`src/rtl/adder_pkg.sv`:
```
// Shared types and default widths for the chunked multicycle adder.
package adder_pkg;

    localparam int unsigned DefaultInputWidth = 32;
    localparam int unsigned DefaultChunkWidth = 8;

    typedef enum logic [1:0] {
        StIdle = 2'd0,
        StBusy = 2'd1,
        StDone = 2'd2
    } state_e;

endpackage

```
`src/rtl/adder_input_if.sv`:
```
// Operand handshake between a producer (master) and the multicycle adder (slave).
interface adder_input_if
    import adder_pkg::*;
#(
    parameter int unsigned INPUT_DATA_WIDTH = DefaultInputWidth
);

    logic                        inputs_valid;
    logic                        inputs_ready;
    logic [INPUT_DATA_WIDTH-1:0] in1;
    logic [INPUT_DATA_WIDTH-1:0] in2;

    modport master (output inputs_valid, output in1, output in2, input inputs_ready);
    modport slave  (input inputs_valid, input in1, input in2, output inputs_ready);

endinterface

```
`src/rtl/adder_output_if.sv`:
```
// Result bus driven by the multicycle adder (master); overflow flag exists only when
// MULTICYCLE_ADDER_OVERFLOW_EN is defined.
interface adder_output_if
    import adder_pkg::*;
#(
    parameter int unsigned INPUT_DATA_WIDTH = DefaultInputWidth
);

    logic [INPUT_DATA_WIDTH:0] out;
    logic                      output_valid;

`ifdef MULTICYCLE_ADDER_OVERFLOW_EN
    logic overflow;

    modport master (output out, output output_valid, output overflow);
    modport slave  (input out, input output_valid, input overflow);
`else
    modport master (output out, output output_valid);
    modport slave  (input out, input output_valid);
`endif

endinterface

```
`src/rtl/chunk_adder.sv`:
```
// Combinational CHUNK_WIDTH-bit adder with carry-in and carry-out.
module chunk_adder
    import adder_pkg::*;
#(
    parameter int unsigned CHUNK_WIDTH = DefaultChunkWidth
) (
    input  logic [CHUNK_WIDTH-1:0] a,
    input  logic [CHUNK_WIDTH-1:0] b,
    input  logic                   carry_in,
    output logic [CHUNK_WIDTH-1:0] sum,
    output logic                   carry_out
);

    assign {carry_out, sum} = {1'b0, a} + {1'b0, b} + (CHUNK_WIDTH + 1)'(carry_in);

endmodule

```
`src/rtl/multicycle_adder.sv`:
```
// Adds two operands one CHUNK_WIDTH slice per clock, LSB slice first.
// Optional signed-overflow flag is enabled by defining MULTICYCLE_ADDER_OVERFLOW_EN.
module multicycle_adder
    import adder_pkg::*;
#(
    parameter int unsigned INPUT_DATA_WIDTH = DefaultInputWidth,
    parameter int unsigned CHUNK_WIDTH      = DefaultChunkWidth
) (
    input  logic          clk,
    input  logic          reset,
    adder_input_if.slave  in_if,
    adder_output_if.master out_if
);

    localparam int unsigned OUTPUT_DATA_WIDTH = INPUT_DATA_WIDTH + 1;
    localparam int unsigned NUM_CHUNKS        = INPUT_DATA_WIDTH / CHUNK_WIDTH;
    localparam int unsigned CntWidth          = (NUM_CHUNKS > 1) ? $clog2(NUM_CHUNKS) : 1;

    if ((INPUT_DATA_WIDTH % CHUNK_WIDTH) != 0) begin : g_bad_chunk_width
        $error("INPUT_DATA_WIDTH must be a multiple of CHUNK_WIDTH");
    end

    state_e                       state_q;
    logic [INPUT_DATA_WIDTH-1:0]  a_q;
    logic [INPUT_DATA_WIDTH-1:0]  b_q;
    logic [INPUT_DATA_WIDTH-1:0]  acc_q;
    logic                         carry_q;
    logic [CntWidth-1:0]          cnt_q;
    logic [OUTPUT_DATA_WIDTH-1:0] out_q;
    logic                         valid_q;
    logic                         ready_q;

    logic [CHUNK_WIDTH-1:0]       chunk_sum;
    logic                         chunk_carry;
    logic [INPUT_DATA_WIDTH-1:0]  acc_next;
    logic                         last_chunk;
    logic                         accept;

    // Operands shift right so the active slice is always the low CHUNK_WIDTH bits.
    chunk_adder #(
        .CHUNK_WIDTH (CHUNK_WIDTH)
    ) u_chunk_adder (
        .a         (a_q[CHUNK_WIDTH-1:0]),
        .b         (b_q[CHUNK_WIDTH-1:0]),
        .carry_in  (carry_q),
        .sum       (chunk_sum),
        .carry_out (chunk_carry)
    );

    // Partial sums enter at the top and shift down; after NUM_CHUNKS steps they are in place.
    assign acc_next   = (acc_q >> CHUNK_WIDTH)
                      | (INPUT_DATA_WIDTH'(chunk_sum) << (INPUT_DATA_WIDTH - CHUNK_WIDTH));
    assign last_chunk = (cnt_q == CntWidth'(NUM_CHUNKS - 1));
    assign accept     = in_if.inputs_valid && ready_q;

`ifdef MULTICYCLE_ADDER_OVERFLOW_EN
    logic a_msb_q;
    logic b_msb_q;
    logic overflow_q;

    always_ff @(posedge clk or negedge reset) begin
        if (!reset) begin
            a_msb_q    <= 1'b0;
            b_msb_q    <= 1'b0;
            overflow_q <= 1'b0;
        end else if (state_q != StBusy) begin
            if (accept) begin
                a_msb_q <= in_if.in1[INPUT_DATA_WIDTH-1];
                b_msb_q <= in_if.in2[INPUT_DATA_WIDTH-1];
            end
        end else if (last_chunk) begin
            overflow_q <= (a_msb_q == b_msb_q) && (acc_next[INPUT_DATA_WIDTH-1] != a_msb_q);
        end
    end

    assign out_if.overflow = overflow_q;
`endif

    always_ff @(posedge clk or negedge reset) begin
        if (!reset) begin
            state_q <= StIdle;
            a_q     <= '0;
            b_q     <= '0;
            acc_q   <= '0;
            carry_q <= 1'b0;
            cnt_q   <= '0;
            out_q   <= '0;
            valid_q <= 1'b0;
            ready_q <= 1'b1;
        end else begin
            valid_q <= 1'b0;
            unique case (state_q)
                StIdle, StDone: begin
                    if (accept) begin
                        a_q     <= in_if.in1;
                        b_q     <= in_if.in2;
                        carry_q <= 1'b0;
                        cnt_q   <= '0;
                        state_q <= StBusy;
                        ready_q <= 1'b0;
                    end else begin
                        state_q <= StIdle;
                        ready_q <= 1'b1;
                    end
                end
                StBusy: begin
                    a_q     <= a_q >> CHUNK_WIDTH;
                    b_q     <= b_q >> CHUNK_WIDTH;
                    acc_q   <= acc_next;
                    carry_q <= chunk_carry;
                    if (last_chunk) begin
                        cnt_q   <= '0;
                        out_q   <= {chunk_carry, acc_next};
                        valid_q <= 1'b1;
                        state_q <= StDone;
                        ready_q <= 1'b1;
                    end else begin
                        cnt_q <= cnt_q + CntWidth'(1);
                    end
                end
                default: begin
                    state_q <= StIdle;
                    ready_q <= 1'b1;
                end
            endcase
        end
    end

    assign in_if.inputs_ready  = ready_q;
    assign out_if.out          = out_q;
    assign out_if.output_valid = valid_q;

endmodule
```
`src/flat_wrapper.sv`:
```
// flat-port wrapper written by rule: the top's interface ports become plain ports
module multicycle_adder_flat import adder_pkg::*;
#(
    parameter int unsigned INPUT_DATA_WIDTH = DefaultInputWidth,
    parameter int unsigned CHUNK_WIDTH      = DefaultChunkWidth
)
  (clk, reset, in_if_inputs_valid, in_if_in1, in_if_in2, in_if_inputs_ready, out_if_out, out_if_output_valid);
  adder_input_if #(.INPUT_DATA_WIDTH(INPUT_DATA_WIDTH)) in_if_i ();
  adder_output_if #(.INPUT_DATA_WIDTH(INPUT_DATA_WIDTH)) out_if_i ();
  input  logic clk;
  input  logic reset;
  input wire logic [$bits(in_if_i.inputs_valid)-1:0] in_if_inputs_valid;
  input wire logic [$bits(in_if_i.in1)-1:0] in_if_in1;
  input wire logic [$bits(in_if_i.in2)-1:0] in_if_in2;
  output wire logic [$bits(in_if_i.inputs_ready)-1:0] in_if_inputs_ready;
  output wire logic [$bits(out_if_i.out)-1:0] out_if_out;
  output wire logic [$bits(out_if_i.output_valid)-1:0] out_if_output_valid;
  assign in_if_i.inputs_valid = in_if_inputs_valid;
  assign in_if_i.in1 = in_if_in1;
  assign in_if_i.in2 = in_if_in2;
  assign in_if_inputs_ready = in_if_i.inputs_ready;
  assign out_if_out = out_if_i.out;
  assign out_if_output_valid = out_if_i.output_valid;
  multicycle_adder #(.INPUT_DATA_WIDTH(INPUT_DATA_WIDTH), .CHUNK_WIDTH(CHUNK_WIDTH)) u_core (.clk(clk), .reset(reset), .in_if(in_if_i), .out_if(out_if_i));
endmodule
```
`config.mk`:
```
export PLATFORM = sky130hd
export DESIGN_NAME = multicycle_adder_flat
export DESIGN_NICKNAME = d
export VERILOG_FILES = /design/src/rtl/adder_pkg.sv /design/src/rtl/adder_input_if.sv /design/src/rtl/adder_output_if.sv /design/src/rtl/chunk_adder.sv /design/src/rtl/multicycle_adder.sv /design/src/flat_wrapper.sv
export SDC_FILE = /design/constraint.sdc
export NUM_CORES = 1
export LEC_CHECK = 0
export CORE_ASPECT_RATIO = 1.25
export CORE_MARGIN = 8
export CORE_UTILIZATION = 56
export DETAILED_ROUTE_END_ITERATION = 8
export PLACE_DENSITY = 0.86
export SLEW_MARGIN = 20
export SYNTH_ARGS = -nofsm -noshare
export SYNTH_HDL_FRONTEND = slang
export SYNTH_SLANG_ARGS = --single-unit
```
`constraint.sdc`:
```
create_clock -name clk -period 6.1 [get_ports clk]
set_input_delay 1.22 -clock clk [delete_from_list [all_inputs] [get_ports clk]]
set_output_delay 1.22 -clock clk [all_outputs]
set_load 0.01 [all_outputs]
```
Word-level counts from Yosys, hierarchy flattened. Cells that the tools add are included.

Register bits: 136. Input port bits: 67. Output and inout bits: 35. Word-level logic and storage cells: 41.

$add $sub $neg: 3. Equality and inequality tests: 5. Muxes and demuxes: 17. Bitwise operators: 1. Reduce and logical (&&, ||, !) cells: 6.

Operators by type and width (count): 32-bit case mux with 2 select lines (2); 32-bit 2-to-1 mux (2); 24-bit by 32-bit bitwise OR with 32-bit output (1); 8-bit by 8-bit adder with 9-bit output (1); 9-bit by 1-bit adder with 9-bit output (1); 2-bit case mux with 2 select lines (2); 1-bit 2-to-1 mux (6); 2-bit 2-to-1 mux (3); 2-bit equality test, second input constant (2); 2-bit by 1-bit != test with 1-bit output, second input constant (2); 1-bit case mux with 2 select lines (2); 2-bit AND reduction (2); 2-bit by 1-bit adder with 2-bit output, second input constant (1); 2-bit by 1-bit equality test with 1-bit output, second input constant (1); 2-bit zero test (1); 2-bit nonzero test (1); 2-bit OR reduction (1); 1-bit logical AND (1).

Longest topological paths before layout. Gate-level depths: netlist (run 1).

Word-level depth: 4. Mapped depth: 7. Depth with buffers taken out: 6.

Hierarchy. A second synthesis (run 1) with hierarchy kept.

Cell total of the unflattened synthesis: 542. Area total of the unflattened synthesis: 5761.8 µm².

By module, submodules not included: multicycle_adder (instances 1, cells each 502, area each 5430.2 µm², seq. area each 3204.3 µm²); chunk_adder (instances 1, cells each 40, area each 331.6 µm², seq. area each 0.0 µm²).

Worst setup path after synthesis (run 1). OpenSTA, ideal clock, no wires.

Kind: in2reg. Start point: input in_if_inputs_valid. End point: register u_core.carry_q. Library setup time: 0.137 ns. Arrival: 1.971 ns. Data required time: 5.963 ns. Path slack: 3.992 ns. Cell stages on the path: 7. Path buffers: 3. Path through: nand2_1 or2_1 buf_2 buf_6 buf_6 nand3_1 o21ai_0.

Cells in the longest elaborated chain, start to end: 3.

RTL lines: from (decl) (RTL line flat_wrapper.sv:12) `input wire logic [$bits(in_if_i.inputs_valid)-1:0] in_if_inputs_valid;`; 1-bit logical AND (RTL line multicycle_adder.sv:54) `assign accept = in_if.inputs_valid && ready_q;`; 2-bit by 1-bit != test with 1-bit output (no source line); 2-bit AND reduction (no source line); to (signal assigned) (RTL line multicycle_adder.sv:110) `carry_q <= chunk_carry;`; to (decl) (RTL line multicycle_adder.sv:27) `logic carry_q;`.

Every way passes these cells. A chain may end at the register's enable or synchronous reset.

Final worst setup path (run 1).
Start point: register u_core.ready_q (netlist: u_core.in_if.inputs_ready). End point: output in_if_inputs_ready.

RTL lines: from (decl) (RTL line multicycle_adder.sv:31) `logic ready_q;`; from (signal assigned) (RTL line multicycle_adder.sv:89) `ready_q <= 1'b1;`; from (signal assigned) (RTL line multicycle_adder.sv:100) `ready_q <= 1'b0;`; from (signal assigned) (RTL line multicycle_adder.sv:103) `ready_q <= 1'b1;`; to (decl) (RTL line flat_wrapper.sv:15) `output wire logic [$bits(in_if_i.inputs_ready)-1:0] in_if_inputs_ready;`.

No word-level cell between the ends.

==> results of run 1 <==
==> kinds of logic after synthesis <==
kind of cell,Yosys count
AOI/OAI and AO/OA,84
buffers and inverters,45
adders and majority gates,10
muxes,26
xor gates and xnor gates,2
DFF,128
and+or+nand+nor,297
==> cells in the final DEF, fill, tap and decap left out, drive strengths merged, types with 4 or more instances in the layout <==
master and instances:
nand2 201, dfrtp 127, clkdlybuf4s50 100, nor2 56, a31oi 48, clkbuf 27, mux2 26, nand3 23
o21ai 13, ha 8, buf 6, inv 5, a21oi 4
==> metal layers <==
metal  vias to the layer above  share of wire [%]  global-route usage (%)
li1                       2150                  -                       -
met1                      2225                 42                    24.4
met2                       159                 51                    33.4
met3                        20                5.5                    5.53
met4                         0                1.6                    7.39
met5                         -                  0                       0
==> stage by stage <==
stage	total power [uW]	setup slack, ns	utilization, %	instances
2_1_floorplan	2770	3.99	-	592
3_3_place_gp	3230	3.31	66.8	787
3_5_place_dp	3350	3.25	66.8	787
4_1_cts	4380	3.36	72.7	819
5_1_grt	4690	3.36	72.7	819
6_report	4370	3.39	72.7	819
==> layout make-up <==
type	count	area (sq um)
multi-input combinational	419	2210
clock inverter	5	75.1
fill	708	2720
tap	129	161
clock buffer	27	513
inverter	5	18.8
timing repair buffer	106	1050
sequential	128	3200
==> worst reg2reg max path, delay by kind of cell, from the launching register on <==
family,cells,cell delay (ns)
AND/OR/NAND/NOR,3,1.58
flip-flops,1,0.37
adder cells (fa/ha/maj),1,0.24
AO/OA/AOI/OAI,1,0.11
==> power groups by stage <==
stage	Combinational (uW)	Clock, uW	Sequential (uW)
after global routing	2060	1040	1590
after global placement	1710	0	1520
final	1840	987	1540
after floorplan	1260	0	1510
after CTS	1850	1000	1540
after detailed placement	1810	0	1540
==> state kept, by name (all words and copies together) (netlist names) <==
name / count
u_core.cnt_q: 2
u_core.b_q: 32
u_core.out_if.output_valid: 1
u_core.carry_q: 1
u_core.acc_q: 24
u_core.state_q: 2
u_core.in_if.inputs_ready: 1
u_core.a_q: 32
u_core.out_if.out: 33
==> final timing paths <==
kind | start | end | slack [ns]
min reg2reg | u_core.acc_q[15]$_DFFE_PN0P_ | u_core.acc_q[15]$_DFFE_PN0P_ | 0.48
max | u_core.in_if.inputs_ready$_DFFE_PN1P_ | in_if_inputs_ready | 3.39
min | u_core.acc_q[15]$_DFFE_PN0P_ | u_core.acc_q[15]$_DFFE_PN0P_ | 0.48
max reg2reg | u_core.cnt_q[0]$_DFFE_PN0P_ | u_core.out_if.out[29]$_DFFE_PN0P_ | 3.74
max in group asynchronous | reset | u_core.out_if.out[21]$_DFFE_PN0P_ | 3.97
min in group asynchronous | reset | u_core.acc_q[18]$_DFFE_PN0P_ | 0.98
==> impl.org, run 1 <==
** Timing
- Static timing analysis puts the maximum clock frequency at 369 MHz.
- In the final timing run, aggregate negative setup slack is 0 ns.
- Final period demand of the worst path :: 2.71 ns
- Hold is met by 0.481 ns.
- For the final database, setup skew stands at 0.00800 ns.
- The final critical path takes up 44.4% of the cycle.
- In this run the tightest slew margin relative to its limit is 29.3%.
- Setup repair after global routing left no endpoint under its margin.
- Finish-stage setup viols :: 0
- The final count of pins violating max slew is 0.
- Worst Max-Slew Pin Slew :: 1.06 ns
- The final number of hold-violating endpoints is 0.

** Placement
- Count of input and output buffers :: 101
- Final estimated routing congestion in global placement :: 0.936
- The placed instances occupy a cell area of 0.00665 sq mm.
- The wire-length estimate of the detail-placed layout is 8540 um.

** Hold path
- The worst hold path belongs to the class flop to flop.
- Number of stages on the worst hold path :: 2

** Clocking
- Number of buffers added by the clock tree synthesis step :: 17
- CTS sink count :: 128
- Clock latency on the worst-skew pair, taken at its later pin, is 0.41 ns.
- CTS placed an instance of clkbuf_16 at the clock tree root.
- After clock tree synthesis, the clock-pin slew on the worst setup and hold paths is 0.05 ns.
- The longest clock path from root to sink contains 2 buffers.
- In this run the number of H-tree levels came out at 4.
- Hold-fix buffers at CTS :: 0
- Once the clock tree was built, the resizer swapped 0 gates to a different size.
- In this run the post-CTS setup repair buffer count came out at 0.
- TritonCTS built the clock tree.

** Logic synthesis
- The number of nets in the synthesized netlist is 669.
- EDFF count, synth :: 0
- Post-synthesis async set-or-reset flop share :: 100%
- Summing the areas of all fa, ha and maj instances in the mapped netlist gives 2.49% of the synthesized area.
- The largest total area in the synthesized netlist belongs to dfrtp_1.
- Share of the synthesized area in the top cell type :: 56.5%
- Top cells by count, synth :: 201 x nand2_1, 127 x dfrtp_1, 56 x nor2_1, 48 x a31oi_1, 27 x buf_2
- XOR/XNOR share of the synthesized area :: 0.311%
- Distinct cell type count after synthesis :: 41
- Number of synthesized register bits :: 128
- Synthesized-area fraction occupied by ao, oa, aoi and oai cells :: 9.78%
- Post-synthesis instance total :: 592
- After synthesis, the mean cell area works out to 9.51 sq um.
- After Yosys synthesis, and, or, nand and nor cells account for 21.3% of the synthesized area.
- Of the synthesized area, sequential elements account for 56.9%.
- Area of the mapped netlist :: 0.00563 sq mm
- In the synthesized netlist the dominant register cell turns out to be dfrtp_1.
- After synthesis, the share of cell area in mux cells is 5.20%.
- In the post-synthesis netlist, the cell with the most instances is nand2_1.
- Largest cells by area after synthesis :: dfrtp_1 56%, nand2_1 13%, a31oi_1 5.3%
- The Yosys step of the flow raised 0 warnings.
- After synthesis, the largest family of logic cells by area is simple AND/OR/NAND/NOR gates.

** Floorplanning
- The core region is 0.00995 sq mm.
- 102 I/O pins were placed.
- In this run the horizontal extent of the chip is 106 um.
- Die Y :: 128 um
- Total Die Area :: 0.0135 sq mm
- Starting density of the core :: 56.6%
- Total number of placement rows :: 41

** Global route
- The first global-routing pass estimated 22,200 um of wire.
- Number of antenna violations at the first check in global routing :: 0
- Total GRT Usage :: 20.1%
- The total overflow left after global routing is 0.
- Maximum number of pins on one net before global-route repair :: 120
- Via count of the first global-routing pass :: 4,644

** Setup path
- Type of element launching the critical path :: flop
- Data on the critical path is required at its endpoint by 4.88 ns.
- List of cells traversed by the critical path :: clkdlybuf4s50_1
- Worst Reg2Reg Path Length in Cells :: 5
- Kind of cell adding the most delay to the critical path :: flip-flops
- Critical path peak fanout :: 3
- Critical path's slowest cell :: dfstp_2
- For this run, the slowest stage of the critical path takes 0.55 ns.
- In this run the number of cells on the critical path is 1.
- Crit path buf inv count :: 1
- The worst setup path is of the flop to output port kind.
- CP Capture Type :: output port
- Arr. time, crit path :: 1.49 ns

** Power
- Portion of total power attributed to combinational logic :: 42.2%
- Switching share of power :: 37.6%
- Worst IR Drop VDD :: 0.346 mV
- Sequential cells account for 35.2% of the total power.
- For this design the ratio of total power to cell area is 604 mW/mm^2.
- Leakage power total :: 0.00336 uW
- In this run, the clock network consumes 22.6% of the power.
- Switching power :: 1640 uW
- Internal :: 2720 uW

** Drt
- # DRC :: 0
- Routed vias :: 4,554
- Post-detailed-route wirelength per cell :: 15.9 um
- The first detailed-routing pass took 5 iterations.
- Once detail routing completed, the nets flagged for antenna violations numbered 0.
- The final layout contains routed wiring with a total length of 13,000 um.
- The first routing iteration left 352 violations.
- Post-DR vias/cell :: 5.56

** Layout
- P&R area growth vs syn :: 28.5%
- Post-layout nets :: 754
- Of the cells placed in the final design, the portion with a size suffix greater than 1 is 9.71%.
- Antenna diode count :: 0
- The finished cells cover 0.00723 sq mm.

** Status
- Status :: finished, final reports clean

** Run
- Number of violations of the max-capacitance limit :: 0
Note: power is estimated with default switching activity, not from simulation.
==> inputs of run 2 (changes only) <==
Settings changed: CORE_UTILIZATION 56 to 52, PLACE_DENSITY 0.86 to 0.81.
Clock period 6.1 ns to 2.8 ns, I/O delays scaled along.
==> run 2 against run 1 <==
Net effect: sequential share of layout area is 0.40 points lower; first-iteration DRC count down 32%; global-route usage is 1.7 points lower; register-to-register slack got worse by 3.2 ns; clock power is 120% higher; cell count is 0.61% higher; largest power group unchanged.
==> impl.org, run 2 (same netlist as run 1, synthesis figures left out) <==
** Drt
- Number of detailed-route iterations in the first pass :: 5
- The detailed router used layers up to and including met4.
- Once detail routing completed, the nets flagged for antenna violations numbered 0.
- Summed over all layers, the routed wires come to 12,600 um.
- In the final routed layout, each cell accounts on average for 15.3 um.
- The routed design uses 6180 um of met2 wire.
- # DRC :: 0
- For this block, the initial DRC count from the detailed router was 238.
- The detailed router put a total of 5410 um of wire on met1.
- Detailed routing inserted a total of 4,453 vias.
- After detailed routing, the number of vias per cell comes to 5.40.
- Wire length on met3 :: 774 um

** Clocking
- Post-CTS timing repair inserted 0 buffers for setup.
- In this run, post-CTS repair resized a total of 0 instances.
- CTS sink count :: 128
- The longest clock path from root to sink contains 2 buffers.
- The H-tree was split into 4 levels.
- Clock-pin slew on the worst setup and hold paths :: 0.05 ns
- The number of clock buffers added by TritonCTS is 17.
- Clock insertion delay at the later pin of the skew report :: 0.41 ns
- CTS placed an instance of clkbuf_16 at the clock tree root.
- In this run, post-CTS hold repair placed 0 buffers.
- TritonCTS built the clock tree.

** Setup path
- Kind of cell adding the most delay to the critical path :: adder cells
- List of cells traversed by the critical path :: fa_1 -> fa_1 -> a21oi_2 -> o211ai_2 -> or3_1 -> nand3_1
- Crit path buf inv count :: 0
- Launch point of the worst reg-to-reg path :: u_core.b_q[0]$_DFFE_PN0P_
- Type of element launching the critical path :: flop
- In this design, the critical path's most frequently occurring cell is fa_1.
- In this run the worst path has a maximum fanout of 4.
- Peak per-stage delay on the critical path :: 0.50 ns
- Launching element of the worst setup path :: u_core.b_q[0]$_DFFE_PN0P_
- Worst setup path category :: flop to flop
- Data on the critical path is required at its endpoint by 3.14 ns.
- The largest individual stage delay along the critical path comes from the cell fa_1.
- STA classifies the critical path endpoint as a flop.
- Arr. time, crit path :: 2.61 ns

** Floorplanning
- The core region is 0.0106 sq mm.
- Total Die Area :: 0.0144 sq mm
- In this run the vertical extent of the chip is 132 um.
- Total number of placement rows :: 42
- The die is 109 um wide.
- For this design the top-level I/O count stands at 102.
- Starting density of the core :: 53.3%

** Layout
- Cells fill 69.1% of the core in the end.
- Top library cells by usage in the layout, fill and taps aside :: 201 x nand2_1, 127 x dfrtp_1, 100 x clkdlybuf4s50_1, 55 x nor2_1, 48 x a31oi_1
- Antenna diode count :: 0
- In the final design database the tool counted 757 nets.
- P&R area growth vs syn :: 29.7%
- Leading cell type in the layout, fill and taps excluded :: nand2_1
- The register with the most flip-flops in the layout has 33 of them.
- The post-route netlist has 10.1% of its cells at a drive strength greater than 1.

** Status
- Status :: finished, final reports clean

** Hold path
- Worst Hold Class :: primary input to asynchronous set/reset pin

** Timing
- For the pin with the worst max-slew slack, the measured transition is 0.771 ns.
- Setup violations remaining at the end of the flow were counted as 0.
- Of the available clock period, the critical path in the final layout requires 80.8%.
- Post-Route Skew :: 0.00680 ns
- In the final timing run, aggregate negative setup slack is 0 ns.
- Fin. max-slew vios :: 0
- Headroom to the max-slew limit came out at 48.6%.
- Highest Clock Rate :: 442 MHz
- Final number of hold-violating endpoints :: 0
- Final period demand of the worst path :: 2.26 ns
- RSZ-0062 raised after global routing :: false

** Placement
- Routability-driven placement finished with a final weighted congestion of 0.850.
- Count of input and output buffers :: 101
- Half-perimeter wire length after detailed placement :: 8660 um

** Global route
- Maximum number of pins on one net before global-route repair :: 79
- Total GRT Usage :: 18.4%
- Number of antenna violations at the first check in global routing :: 0
- The first global-routing pass estimated 21,100 um of wire.
- The number of global-route vias before repair came to 4,465.
- The total overflow left after global routing is 0.

** Run
- Number of violations of the max-capacitance limit :: 0

** Power
- In this run the static leakage power is 0.00338 uW.
- IR analysis of the VDD net gives a maximum drop of 0.571 mV.
- Power spread over the standard cell area amounts to 1300 mW/mm^2.
-- run 2: changes by cell type in the layout (fill, tap and decap cells not counted), sizes merged --
cell    previous run  this run
buf                6         9
clkbuf            27        25
clkinv             3         4
-- run 2: worst reg2reg max path: stages, from the launching register on --
cell and delay (ns):
dfrtp_1 0.43, fa_1 0.50, fa_1 0.45, a21oi_2 0.23, o211ai_2 0.15, or3_1 0.36
nand3_1 0.09
-- run 2: worst paths after layout --
check,to,slack [ns],depth (start not counted)
worst min register to register,u_core.acc_q[12]$_DFFE_PN0P_,0.47,2
min in group clk,u_core.acc_q[12]$_DFFE_PN0P_,0.47,2
worst max register to register,u_core.acc_q[30]$_DFFE_PN0P_,0.54,6
max in group asynchronous,u_core.acc_q[29]$_DFFE_PN0P_,2.00,2
worst min-delay path,u_core.a_q[16]$_DFFE_PN0P_,0.15,1
worst max-delay path,u_core.acc_q[30]$_DFFE_PN0P_,0.54,6
-- run 2: final cells by class --
type	instances	area, sq um
well taps	132	165
inverters	5	18.8
clock inverters	6	80.1
repair buffers	109	1120
flip-flops and latches	128	3200
fillers	784	3260
multi-input cells	419	2220
clock buffers	25	495
-- run 2: per-layer routing --
layer	up-vias	track usage [%]
li1	2159	-
met1	2144	22.6
met2	132	28.9
met3	18	5.82
met4	0	7.48
met5	-	0
-- run 2: through the flow --
stage                     setup slack, ns  total power, uW  cell area (sq um)  hold WS (ns)  instances
after detailed placement            0.292             7350               6720         0.460        793
after floorplan                     0.711             6020               5630         0.264        592
after global routing                0.474            10200               7300         0.188        824
final                               0.536             9480               7300         0.151        824
after global placement              0.370             7120               6720         0.453        793
after CTS                           0.555             9530               7300         0.161        824
-- run 2: where the power goes --
group	switching, uW	internal [uW]	leakage [uW]
registers	558	2770	0.00157
logic	2230	1780	0.00153
clock network	737	1390	0.000287
==> inputs of run 3 (changes only) <==
Settings changed: CORE_UTILIZATION 52 to 47, PLACE_DENSITY 0.81 to 0.78.
Clock period 2.8 ns to 1.9 ns, I/O delays scaled along.
==> run 3 against run 2 <==
Net effect: the run now ends with negative setup slack left; critical path depth did not move; clock-buffer cell count decreased by 4; global-route usage shrank 1.2 points; worst setup slack lost 0.59 ns; critical endpoint unchanged; non-clock buffer count up 16; clock skew down 0.0014 ns; sequential cell count is the same; combinational power rose by 59%.
==> impl.org, run 3 (same netlist as run 1, synthesis figures left out) <==
** Clocking
- The cell sitting at the root of the clock tree is a clkbuf_16.
- Clock-pin slew was measured on the worst setup and hold paths at 0.05 ns.
- Number of buffers added by the clock tree synthesis step :: 17
- The later pin in the worst-skew pair is clocked with a latency of 0.41 ns.
- Clock Tree Buf Depth :: 2
- H-tree depth :: 4
- CTS sink count :: 128
- TritonCTS clock tree :: done

** Setup path
- The cell that appears most often on the critical path is fa_2.
- Peak per-stage delay on the critical path :: 0.41 ns
- In this run the worst path has a maximum fanout of 4.
- Worst setup path category :: flop to flop
- Setup slack on the worst reg-to-reg path comes out at -0.05 ns.
- Launching element of the worst setup path :: u_core.a_q[0]$_DFFE_PN0P_
- The critical path goes through fa_2 -> fa_2 -> a21oi_4 -> o211ai_2 -> or3_1 -> nand3_1.
- Launch point of the worst reg-to-reg path :: u_core.a_q[0]$_DFFE_PN0P_
- Arr. time, crit path :: 2.29 ns
- STA classifies the critical path endpoint as a flop.
- The worst setup path is launched from a flop.
- Critical path's slowest cell :: dfrtp_1
- STA puts the critical path data required time at 2.24 ns.

** Power
- Of the total power, the share spent switching nets is 36.9%.
- The share of total power dissipated in the clock network is 23.0%.
- For this design the ratio of total power to cell area is 1930 mW/mm^2.
- Internal :: 9250 uW
- Portion of total power attributed to combinational logic :: 43.5%
- Leakage power total :: 0.00351 uW
- Sequential cells account for 33.5% of the total power.
- The worst-case IR drop observed on VDD is 1.00 mV.
- Summed over all nets, the switching power comes to 5410 uW.

** Placement
- Count of input and output buffers :: 101
- Detailed placement finished with a half-perimeter wire length of 9300 um.
- In this run the cell area measured after placement is 0.00692 sq mm.
- Final estimated routing congestion in global placement :: 0.833

** Drt
- Sum of met2 wire segment lengths after detailed routing :: 6470 um
- Number of nets with antenna violations after detailed routing :: 0
- The routed design uses 677 um of met3 wire.
- The first detailed-routing pass took 7 iterations.
- Dividing the detail-routed via count by the number of cells gives 5.13.
- # DRC :: 0
- Drt initial violations :: 303
- Post-detailed-route wirelength per cell :: 15.0 um
- In the final routing, the length of wire on met1 measures 5650 um.
- Highest metal layer with signal wires :: met4
- Overall routed net length :: 13,100 um
- The final route contains 4,467 vias.

** Layout
- Cells with a size suffix above 1 make up 13.1% of the layout.
- Antenna diode count :: 0
- Summing all non-filler instances in the final layout gives an area of 0.00759 sq mm.
- Post-layout nets :: 773
- P&R area growth vs syn :: 34.8%
- The library cell used most frequently in the layout, excluding fill and tap cells, is nand2_1.
- Largest register FFs :: 33
- Top library cells by usage in the layout, fill and taps aside :: 201 x nand2_1, 127 x dfrtp_1, 99 x clkdlybuf4s50_1, 55 x nor2_1, 48 x a31oi_1

** Global route
- The number of global-route vias before repair is 4,544.
- Total GRT Usage :: 17.1%
- The first global-routing pass estimated 21,800 um of wire.
- Maximum number of pins on one net before global-route repair :: 77
- The number of antenna violations at the first check in global routing came to 0.
- Final global-route overflow total :: 0

** Hold path
- Worst Hold Class :: primary input to asynchronous set/reset pin

** Timing
- Tightest slew margin relative to the limit :: 66.7%
- Fin. max-slew vios :: 0
- Setup violations remaining at the end of the flow were counted as 4.
- The final critical path takes up 103% of the cycle.
- Static timing analysis puts the maximum clock frequency at 513 MHz.
- RSZ-0062 raised after global routing :: true
- The final number of hold-violating endpoints was 0.
- Post-Route Skew :: 0.00540 ns
- Final-layout setup total negative slack :: -0.103 ns
- After layout, the worst setup slack is -0.0507 ns.
- For the pin with the worst max-slew slack, the measured transition is 0.487 ns.
- Subtracting the final worst setup slack from the clock period gives 1.95 ns.

** Status
- Violated checks :: negative setup slack
- Status :: complete, but fails checks

** Floorplanning
- The floorplan has 44 rows.
- In this run the vertical extent of the chip is 138 um.
- The die covers 0.0158 sq mm.
- Top-Level Pins :: 102
- In this run the standard cell core region covers 0.0117 sq mm.
- The die is 114 um wide.
- Once the floorplan was initialized, standard cells occupied 48.2% of the core.

** Run
- Number of violations of the max-capacitance limit :: 0
run 3: area by class of cell:
class	count	area [sq um]
multi-input cells	419	2250
clock buffers	21	460
repair buffers	125	1290
clock inverters	11	161
flip-flops and latches	128	3200
fillers	948	4090
well taps	161	201
inverters	5	18.8
run 3: per-stage QoR:
step	hold WS [ns]	utilization, %	worst slack, ns	instances	power (uW)
final	0.374	65.0	-0.0507	870	14700
after global routing	0.376	65.0	-0.112	870	15700
after CTS	0.351	64.9	-0.0449	869	14800
after detailed placement	0.226	59.3	-0.103	835	11200
after global placement	0.225	59.3	-0.0609	835	10800
after floorplan	0.0844	-	-0.0354	592	8900
run 3: repair_timing:
action,in CTS,in global routing
resized for setup,4,2
pin swaps,3,9
setup buffers,1,1
hold buffers,1,0
hold endpoints to repair,16,0
setup endpoints to repair,8,10
run 3: final timing paths:
check | to | cells past startpoint
hold / removal | u_core.out_if.out[12]$_DFFE_PN0P_ | 2
max in group asynchronous | u_core.in_if.inputs_ready$_DFFE_PN1P_ | 3
min in group clk | u_core.acc_q[9]$_DFFE_PN0P_ | 2
setup / recovery | u_core.acc_q[30]$_DFFE_PN0P_ | 6
setup reg to reg | u_core.acc_q[30]$_DFFE_PN0P_ | 6
hold reg to reg | u_core.acc_q[9]$_DFFE_PN0P_ | 2
run 3: metal layers:
layer	GRT usage, %	up-vias
li1	-	2195
met5	0	-
met2	27.3	124
met1	20.8	2131
met4	6.96	0
met3	5.58	17
run 3: critical path: cells and delay by family (launching register included):
family                     cells  cell delay (ns)
and+or+nand+nor                2             0.39
DFF                            1             0.41
adders and majority gates      2             0.79
AOI/OAI and AO/OA              2             0.29
run 3: power by group through the flow:
stage          Clock (uW)  Combinational (uW)  Sequential [uW]
6_report             3370                6380             4910
2_1_floorplan           0                4040             4850
4_1_cts              3450                6390             4920
3_5_place_dp            0                6240             4950
3_3_place_gp            0                5960             4860
5_1_grt              3550                7100             5060
